File: config.mk
export PLATFORM = sky130hd
export DESIGN_NAME = mem_port_arbiter_flat
export DESIGN_NICKNAME = d
export VERILOG_FILES = /design/src/rtl/mem_port_arbiter_if.sv /design/src/rtl/mem_port_arbiter.sv /design/src/flat_wrapper.sv
export SDC_FILE = /design/constraint.sdc
export NUM_CORES = 1
export LEC_CHECK = 0
export CAP_MARGIN = 15
export CORE_AREA = 2 2 106 108
export CTS_CLUSTER_DIAMETER = 50
export DETAILED_ROUTE_END_ITERATION = 16
export DIE_AREA = 0 0 108 110
export PLACE_DENSITY = 0.61
export SYNTH_ARGS = -nofsm -noshare
export SYNTH_HDL_FRONTEND = slang
export SYNTH_SLANG_ARGS = --single-unit
File: constraint.sdc
create_clock -name clk -period 2.2 [get_ports clk]
set_clock_uncertainty 0.05 [all_clocks]
set_input_delay 0.44 -clock clk [delete_from_list [all_inputs] [get_ports clk]]
set_output_delay 0.44 -clock clk [all_outputs]
set_load 0.005 [all_outputs]
File: src/rtl/mem_port_arbiter_if.sv
// Bundle of signals between the fetch and load/store requesters, the shared
// single-port memory, and the arbiter that multiplexes them.
interface mem_port_arbiter_if #(
  parameter int unsigned ADDR_W = 32,
  parameter int unsigned DATA_W = 32
);
  localparam int unsigned BE_W = DATA_W / 8;

  logic              if_req;
  logic [ADDR_W-1:0] if_addr;
  logic              if_gnt;
  logic              if_rvalid;
  logic [DATA_W-1:0] if_rdata;

  logic              ls_req;
  logic [ADDR_W-1:0] ls_addr;
  logic [BE_W-1:0]   ls_we;
  logic [DATA_W-1:0] ls_wdata;
  logic              ls_gnt;
  logic              ls_rvalid;
  logic [DATA_W-1:0] ls_rdata;

  logic              mem_en;
  logic [ADDR_W-1:0] mem_addr;
  logic [BE_W-1:0]   mem_we;
  logic [DATA_W-1:0] mem_wdata;
  logic [DATA_W-1:0] mem_rdata;

  // Requesters plus memory model side.
  modport master (
    output if_req, if_addr,
    input  if_gnt, if_rvalid, if_rdata,
    output ls_req, ls_addr, ls_we, ls_wdata,
    input  ls_gnt, ls_rvalid, ls_rdata,
    input  mem_en, mem_addr, mem_we, mem_wdata,
    output mem_rdata
  );

  // Arbiter side.
  modport slave (
    input  if_req, if_addr,
    output if_gnt, if_rvalid, if_rdata,
    input  ls_req, ls_addr, ls_we, ls_wdata,
    output ls_gnt, ls_rvalid, ls_rdata,
    output mem_en, mem_addr, mem_we, mem_wdata,
    input  mem_rdata
  );
endinterface

File: src/rtl/mem_port_arbiter.sv
// Shares one memory port between instruction fetch and load/store, load/store
// first with a bounded starvation counter for fetch; reads respond one cycle later.
module mem_port_arbiter #(
  parameter int unsigned STARVE_MAX = 4
) (
  input  logic clk,
  input  logic rst,
  mem_port_arbiter_if.slave bus
);

  localparam int unsigned STARVE_W = 4;

  logic [STARVE_W-1:0] starve_cnt;
  logic [STARVE_W-1:0] starve_cnt_nxt;
  logic                pend_valid;
  logic                pend_is_ls;

  logic starved_c;
  logic if_gnt_c;
  logic ls_gnt_c;
  logic ls_read_c;

  // Grant selection; everything is squashed while reset is held.
  always_comb begin
    starved_c = (starve_cnt == STARVE_W'(STARVE_MAX));
    if_gnt_c  = 1'b0;
    ls_gnt_c  = 1'b0;
    if (!rst) begin
      if (bus.if_req && (starved_c || !bus.ls_req)) begin
        if_gnt_c = 1'b1;
      end else if (bus.ls_req) begin
        ls_gnt_c = 1'b1;
      end
    end
    ls_read_c = ls_gnt_c && (bus.ls_we == '0);
  end

  // Starvation counter: counts load/store wins while fetch keeps waiting.
  always_comb begin
    starve_cnt_nxt = starve_cnt;
    if (!bus.if_req || if_gnt_c) begin
      starve_cnt_nxt = '0;
    end else if (ls_gnt_c && !starved_c) begin
      starve_cnt_nxt = starve_cnt + STARVE_W'(1);
    end
  end

  always_ff @(posedge clk) begin
    if (rst) begin
      starve_cnt <= '0;
      pend_valid <= 1'b0;
      pend_is_ls <= 1'b0;
    end else begin
      starve_cnt <= starve_cnt_nxt;
      pend_valid <= if_gnt_c || ls_read_c;
      pend_is_ls <= ls_read_c;
    end
  end

  // Memory port mux; fetch is read-only so its write fields are forced to zero.
  always_comb begin
    bus.mem_en    = 1'b0;
    bus.mem_addr  = '0;
    bus.mem_we    = '0;
    bus.mem_wdata = '0;
    if (if_gnt_c) begin
      bus.mem_en   = 1'b1;
      bus.mem_addr = bus.if_addr;
    end else if (ls_gnt_c) begin
      bus.mem_en    = 1'b1;
      bus.mem_addr  = bus.ls_addr;
      bus.mem_we    = bus.ls_we;
      bus.mem_wdata = bus.ls_wdata;
    end
  end

  assign bus.if_gnt = if_gnt_c;
  assign bus.ls_gnt = ls_gnt_c;

  // A response pending across a reset assertion is dropped.
  assign bus.if_rvalid = !rst && pend_valid && !pend_is_ls;
  assign bus.ls_rvalid = !rst && pend_valid && pend_is_ls;
  assign bus.if_rdata  = bus.mem_rdata;
  assign bus.ls_rdata  = bus.mem_rdata;

endmodule

File: src/flat_wrapper.sv
// flat-port wrapper written by rule: the top's interface ports become plain ports
module mem_port_arbiter_flat 
#(
  parameter int unsigned STARVE_MAX = 4
)
  (clk, rst, bus_if_req, bus_if_addr, bus_if_gnt, bus_if_rvalid, bus_if_rdata, bus_ls_req, bus_ls_addr, bus_ls_we, bus_ls_wdata, bus_ls_gnt, bus_ls_rvalid, bus_ls_rdata, bus_mem_en, bus_mem_addr, bus_mem_we, bus_mem_wdata, bus_mem_rdata);
  mem_port_arbiter_if #(.ADDR_W((32)), .DATA_W((32))) bus_i ();
  input  logic clk;
  input  logic rst;
  input wire logic [$bits(bus_i.if_req)-1:0] bus_if_req;
  input wire logic [$bits(bus_i.if_addr)-1:0] bus_if_addr;
  output wire logic [$bits(bus_i.if_gnt)-1:0] bus_if_gnt;
  output wire logic [$bits(bus_i.if_rvalid)-1:0] bus_if_rvalid;
  output wire logic [$bits(bus_i.if_rdata)-1:0] bus_if_rdata;
  input wire logic [$bits(bus_i.ls_req)-1:0] bus_ls_req;
  input wire logic [$bits(bus_i.ls_addr)-1:0] bus_ls_addr;
  input wire logic [$bits(bus_i.ls_we)-1:0] bus_ls_we;
  input wire logic [$bits(bus_i.ls_wdata)-1:0] bus_ls_wdata;
  output wire logic [$bits(bus_i.ls_gnt)-1:0] bus_ls_gnt;
  output wire logic [$bits(bus_i.ls_rvalid)-1:0] bus_ls_rvalid;
  output wire logic [$bits(bus_i.ls_rdata)-1:0] bus_ls_rdata;
  output wire logic [$bits(bus_i.mem_en)-1:0] bus_mem_en;
  output wire logic [$bits(bus_i.mem_addr)-1:0] bus_mem_addr;
  output wire logic [$bits(bus_i.mem_we)-1:0] bus_mem_we;
  output wire logic [$bits(bus_i.mem_wdata)-1:0] bus_mem_wdata;
  input wire logic [$bits(bus_i.mem_rdata)-1:0] bus_mem_rdata;
  assign bus_i.if_req = bus_if_req;
  assign bus_i.if_addr = bus_if_addr;
  assign bus_if_gnt = bus_i.if_gnt;
  assign bus_if_rvalid = bus_i.if_rvalid;
  assign bus_if_rdata = bus_i.if_rdata;
  assign bus_i.ls_req = bus_ls_req;
  assign bus_i.ls_addr = bus_ls_addr;
  assign bus_i.ls_we = bus_ls_we;
  assign bus_i.ls_wdata = bus_ls_wdata;
  assign bus_ls_gnt = bus_i.ls_gnt;
  assign bus_ls_rvalid = bus_i.ls_rvalid;
  assign bus_ls_rdata = bus_i.ls_rdata;
  assign bus_mem_en = bus_i.mem_en;
  assign bus_mem_addr = bus_i.mem_addr;
  assign bus_mem_we = bus_i.mem_we;
  assign bus_mem_wdata = bus_i.mem_wdata;
  assign bus_i.mem_rdata = bus_mem_rdata;
  mem_port_arbiter #(.STARVE_MAX(STARVE_MAX)) u_core (.clk(clk), .rst(rst), .bus(bus_i));
endmodule
==> metrics.txt, run 1 <==
Clock Pin Slew Worst Setup and Hold Paths=around 30 ps; GRT Resource Usage Total=0.106; most frequent cells in the layout=clkdlybuf4s50_1 (103), buf_6 (49), buf_2 (36), a22o_1 (32), and2_4 (24); number of global-route vias before repair=1831; CTS root buf=clkbuf_8; dominant cell type by area after synthesis=buf_4; asr flop ratio synth=0; Synth Register Bits=6; core area=~11000 um2; ANT cells=0; TNS Setup=-1290 ps; Synth area leaders=buf_4 (35%), a22o_1 (20%), and2_1 (16%); DR iter-0 viols=63; crit path DAT=1860 ps; Setup CP Type=in2out; Unique masters post-synth=23; Yosys top cell area share=0.354; Syn-to-layout area delta=152%; status=finished, violations left; count of input and output buffers=176; Warnings, synthesis=0; Tightest Pin Transition=563 ps; overall die height=around 110 um; remaining global-route overflow=0; Cells after DPL=428; Final Setup Violations=25; CTS sink cnt=6; TritonCTS buffer count=3; layout cell share with drive strength beyond 1=0.484; vias per cell=3.84; Final GP Congestion=about 0.64; CTS tree=yes; net count reported at finish=479; worst setup margin=-151 ps; Fmax=about 430 MHz; # DRC=0; Die X=~110 um; largest net degree at the start of global routing=31; EDFF count, synth=0; PD cells=about 240 nW/um2; WL/cell=15.9 um; most common flop cell mapped by yosys=dfxtp_1; FP Rows=38; final worst path period share=1.07; DRT Pass-1 Iters=4; first-pass GRT wire length=9620 um; worst rel slew slack=0.621; antenna violations before repair=0; max cap viols=0; Placed Area=2870 um2; Hold Crit Class=reg2reg; Top-Level Pins=between 200 and 300; post-synthesis instance total=177; crit-path max FO=3; Die ar.=11900 um2; Max rail drop VDD=0.104 mV; CTS Hold Buffers Added=0; Max Slew Vio Count=0; Period minus WS final=2350 ps; hpwl dp=4870 um; Pwr Total=roughly 820 uW; post-synthesis sequential area ratio=0.0870; Hold Slack=461 ps; total vias in the final route=1840; required time worst endpoint=1710 ps; initial core utilization=0.129; startpoint types=input port; Worst setup EP type=primary output; Post-Syn Nets=315; later-pin clock latency in the skew report=220 ps; most common cell after layout, fill and taps aside=clkdlybuf4s50_1; final hold viol count=0; Pleak=1.61 nW; maximum root-to-sink buffer count=2; fin cells=479; mean area per synthesized cell=7.80 um2; fillers=1126; failing checks=negative setup slack; final wirelength=7610 um; final instance area=3480 um2; Cell Area, Synth=around 1400 um2; H-tree depth=1; post-route ant nets=0; unrepaired setup endpoints after global routing=yes
-- synth_stat cells, drive strengths merged, types with 2 or more instances --
cell   instances
nand2          2
nand3          2
inv            4
and2          36
ha             2
buf           73
a22o          32
dfxtp          6
nor2           8
-- flip-flops by register name (all words and copies together) (netlist names) --
register           cells
u_core.pend_is_ls      1
u_core.pend_valid      1
u_core.starve_cnt      4
-- repair_timing --
item	CTS	global route
pin swaps	21	40
cloned	7	4
resized for setup	249	122
setup endpoints to repair	72	69
setup buffers	35	13
-- worst max-delay path, stage by stage --
cell and delay [ps]:
dlygate4sd2_1 260, buf_6 130, a211oi_4 270, buf_6 150
buf_12 100, buf_8 100, buf_6 90, buf_6 80
a22o_1 120, buf_2 120
-- per-stage QoR --
| step | utilization | setup slack, ps |
|---|---|---|
| after floorplan | - | 359 |
| after global placement | 0.268 | -507 |
| after detailed placement | 0.268 | -535 |
| after CTS | 0.316 | -251 |
| after global routing | 0.325 | -237 |
| final | 0.325 | -151 |
-- where the power goes --
part | total [mW] | leakage [nW] | switching (mW) | internal [mW]
combinational | 0.547 | 1.54 | 0.158 | 0.389
clock | 0.163 | 0.0216 | 0.0452 | 0.117
sequential | 0.113 | 0.0496 | 0.00111 | 0.112
total | 0.822 | 1.61 | 0.205 | 0.618
-- routing by layer --
layer  routed length [um]  GRT usage  share of wire  vias to the layer above
met5                    0          0              0                        -
met4                  236     0.0522          0.031                        0
met3                  781     0.0306           0.10                       32
met2                 3950      0.190           0.52                      116
met1                 2650      0.114           0.35                      832
li1                     -          -              -                      860
-- logic make-up (layout without fill, tap and decap cells) --
family | after synthesis | in the layout | synth area share
buffers and inverters | 78 | 240 | 0.414
and+or+nand+nor | 54 | 54 | 0.239
AOI/OAI and AO/OA | 35 | 35 | 0.228
DFF | 6 | 6 | 0.0870
adders and majority gates | 2 | 2 | 0.0181
xor gates and xnor gates | 1 | 1 | 0.00635
muxes | 1 | 1 | 0.00725
-- final timing paths --
check | startpoint | endpoint | slack (ps) | cells past startpoint
setup reg to reg | u_core.starve_cnt[0] | u_core.pend_valid | 570 | 10
hold / removal | u_core.starve_cnt[0] | u_core.starve_cnt[0] | 460 | 2
setup / recovery | bus_ls_req | bus_mem_addr[26] | -150 | 10
hold reg to reg | u_core.starve_cnt[0] | u_core.starve_cnt[0] | 460 | 2
-- layout make-up --
cell class | count | area (um2) | share of cell area
Clock buffer | 3 | 41.3 | 0.0119
Sequential cell | 6 | 123 | 0.0352
Timing Repair Buffer | 233 | 2350 | 0.676
Inverter | 4 | 15.0 | 0.00431
Multi-Input combinational cell | 93 | 772 | 0.222
Tap cell | 140 | 175 | 0.0503
Note: power is estimated with default switching activity, not from simulation.
==> run 2: changes to the inputs <==
==> constraint.sdc (replaced) <==
create_clock -name clk -period 2.4 [get_ports clk]
set_clock_uncertainty 0.05 [all_clocks]
set_input_delay 0.48 -clock clk [delete_from_list [all_inputs] [get_ports clk]]
set_output_delay 0.48 -clock clk [all_outputs]
set_load 0.005 [all_outputs]
==> run 2 against run 1 <==
Non-clock buffer count shrank 26. Die area is the same. Critical endpoint is now bus_mem_we[2]. First-iteration DRC count shrank 37%. Cell count shrank 5.4%. Global-route usage shrank 0.86 points. Highest routed layer unchanged. Clock-buffer cell count is the same. Clock power shrank 6%. Register-to-register slack gained 180 ps. Total power shrank 20%. The flow now finishes without violations. Largest power group unchanged.
==> metrics.txt, run 2 (same netlist as run 1, synthesis figures left out) <==
WL/cell=14.3 um (-9.8%); crit-path max FO=30 (+27); FF/Latch Area=123 um2 (unchanged); CTS Hold Buffers Added=0 (unchanged); Top reg by flops=u_core.starve_cnt; largest registers=u_core.starve_cnt (4), u_core.pend_is_ls (1), u_core.pend_valid (1); net count reported at finish=453 (-5.4%); crit path DAT=1830 ps (-30 ps); final core occ=0.291 (-0.0340); final worst path period share=0.982; Max rail drop VDD=0.167 mV (+60%); worst rel slew slack=0.634 (+0.0129); core area=10700 um2 (unchanged); Hold Crit Class=reg2reg; top cell family by delay on the critical path=buffers and inverters; Worst setup EP type=primary output; Psw=161 uW (-21%); antenna violations before repair=0 (unchanged); initial core utilization=0.129 (unchanged); GRT Resource Usage Total=0.0973 (-0.00855); combinational share of power=0.609 (-0.056); ANT cells=0 (unchanged); required time worst endpoint=1870 ps (+160 ps); startpoint types=input port; total vias in the final route=1687 (-8.3%); Die ar.=11900 um2 (unchanged); fillers=1131 (+0.44%); final instance area=3120 um2 (-10%); first-pass GRT wire length=8770 um (-8.8%); Seq pwr share=0.157 (+0.020); Fmax=424 MHz; count of input and output buffers=176 (unchanged); most common cell after layout, fill and taps aside=clkdlybuf4s50_1; Place WS=-411 ps (+123 ps); TritonCTS buffer count=3 (unchanged); CP cell instances=dlygate4sd2_1 -> inv_2 -> o21a_4 -> buf_12 -> and2_1 -> clkdlybuf4s50_1; Pwr Total=656 uW (-20%); Setup CP Type=in2out; Syn-to-layout area delta=126%; max cap viols=0 (unchanged); PD cells=211 nW/um2 (-11%); remaining global-route overflow=0 (unchanged); Max Slew Vio Count=0 (unchanged); largest net degree at the start of global routing=31 (unchanged); Clk network pwr share=0.234 (+0.036); CTS tree=yes; post-route ant nets=0 (unchanged); CP peak stage delay=490 ps (+220 ps); Period minus WS final=~2400 ps; Tightest Pin Transition=544 ps (-19.2 ps); H-tree depth=1 (unchanged); max FFs per register=4 (unchanged); layout cell share with drive strength beyond 1=0.204 (-0.279); DRT Pass-1 Iters=4 (unchanged); vias per cell=3.72 (-3.1%); number of global-route vias before repair=1709 (-6.7%); Sw Ratio=0.245 (-0.00326); Final Setup Violations=0 (-100%); CTS sink cnt=6 (unchanged); DR iter-0 viols=40 (-37%); worst setup margin=43.9 ps (+194 ps); Critical-path top delay cell=clkdlybuf4s50_1; Top-Level Pins=273 (unchanged); FP Rows=38 (unchanged); most frequent cells in the layout=clkdlybuf4s50_1 (105), and2_1 (35), a22o_1 (32), dlymetal6s2s_1 (31), buf_4 (20); Die X=108 um (unchanged); Internal=495 uW (-20%); footprint of the multi-input gates=714 um2 (-7.5%); CTS root buf=clkbuf_8; overall die height=110 um (unchanged); unrepaired setup endpoints after global routing=yes; Clock Pin Slew Worst Setup and Hold Paths=30 ps (about the same); Placed Area=2850 um2 (-0.52%); Critical path buffers and inverters=4 (-4); later-pin clock latency in the skew report=230 ps (about the same); final hold viol count=0 (unchanged); Final GP Congestion=0.638 (-0.25%); maximum root-to-sink buffer count=2 (unchanged); status=finished, final reports clean; Pleak=1.80 nW (+12%); final wirelength=6500 um (-15%); hpwl dp=4900 um (+0.70%); # DRC=0 (unchanged)
-- run 2: path summary, 6_finish.rpt --
path / from / end / slack (ps) / depth (start not counted)
worst min-delay path: u_core.starve_cnt[0] / u_core.starve_cnt[0] / 460 / 2
worst max-delay path: bus_if_req / bus_mem_we[2] / 40 / 6
worst max register to register: u_core.starve_cnt[0] / u_core.pend_valid / 750 / 10
worst min register to register: u_core.starve_cnt[0] / u_core.starve_cnt[0] / 460 / 2
-- run 2: cell type report --
class,count,share of cell area
Clock buffer,3,0.0133
Inverter,4,0.00482
Multi-Input combinational cell,93,0.229
Sequential cell,6,0.0394
Tap cell,140,0.0562
Timing Repair Buffer,207,0.657
-- run 2: worst register-to-register path, delay by kind of cell, from the launching register on --
kind | cells | cell delay (ps)
buffers and inverters | 6 | 630
DFF | 1 | 310
AOI/OAI and AO/OA | 1 | 290
and+or+nand+nor | 2 | 180
adders and majority gates | 1 | 140
-- run 2: what timing repair did --
action / CTS / global route
buffers inserted: 20 / 5
endpoints found under the setup margin: 70 / 56
pin swaps: 4 / 4
resized for setup: 98 / 59
gates cloned: 2 / 0
-- run 2: power by group through the flow --
stage	clock network, mW	logic (mW)	registers, mW
finish	0.153	0.400	0.103
global route	0.161	0.430	0.103
CTS	0.157	0.414	0.103
floorplan	0	0.180	0.105
global placement	0	0.398	0.104
detailed placement	0	0.401	0.104
-- run 2: metal layers --
layer / share of wire / GRT usage / wire [um] / vias to the layer above
li1: - / - / - / 804
met1: 0.35 / 0.103 / 2250 / 732
met2: 0.49 / 0.168 / 3210 / 118
met3: 0.12 / 0.0312 / 766 / 33
met4: 0.041 / 0.0604 / 266 / 0
met5: 0 / 0 / 0 / -
-- run 2: metrics by stage --
| stage | setup TNS (ps) | hold WS [ps] | std cells |
|---|---|---|---|
| 2_1_floorplan | 0 | 380 | 177 |
| 3_3_place_gp | -23770 | 453 | 426 |
| 3_5_place_dp | -25280 | 464 | 426 |
| 4_1_cts | -515 | 460 | 451 |
| 5_1_grt | -55.0 | 469 | 453 |
| 6_report | 0 | 459 | 453 |
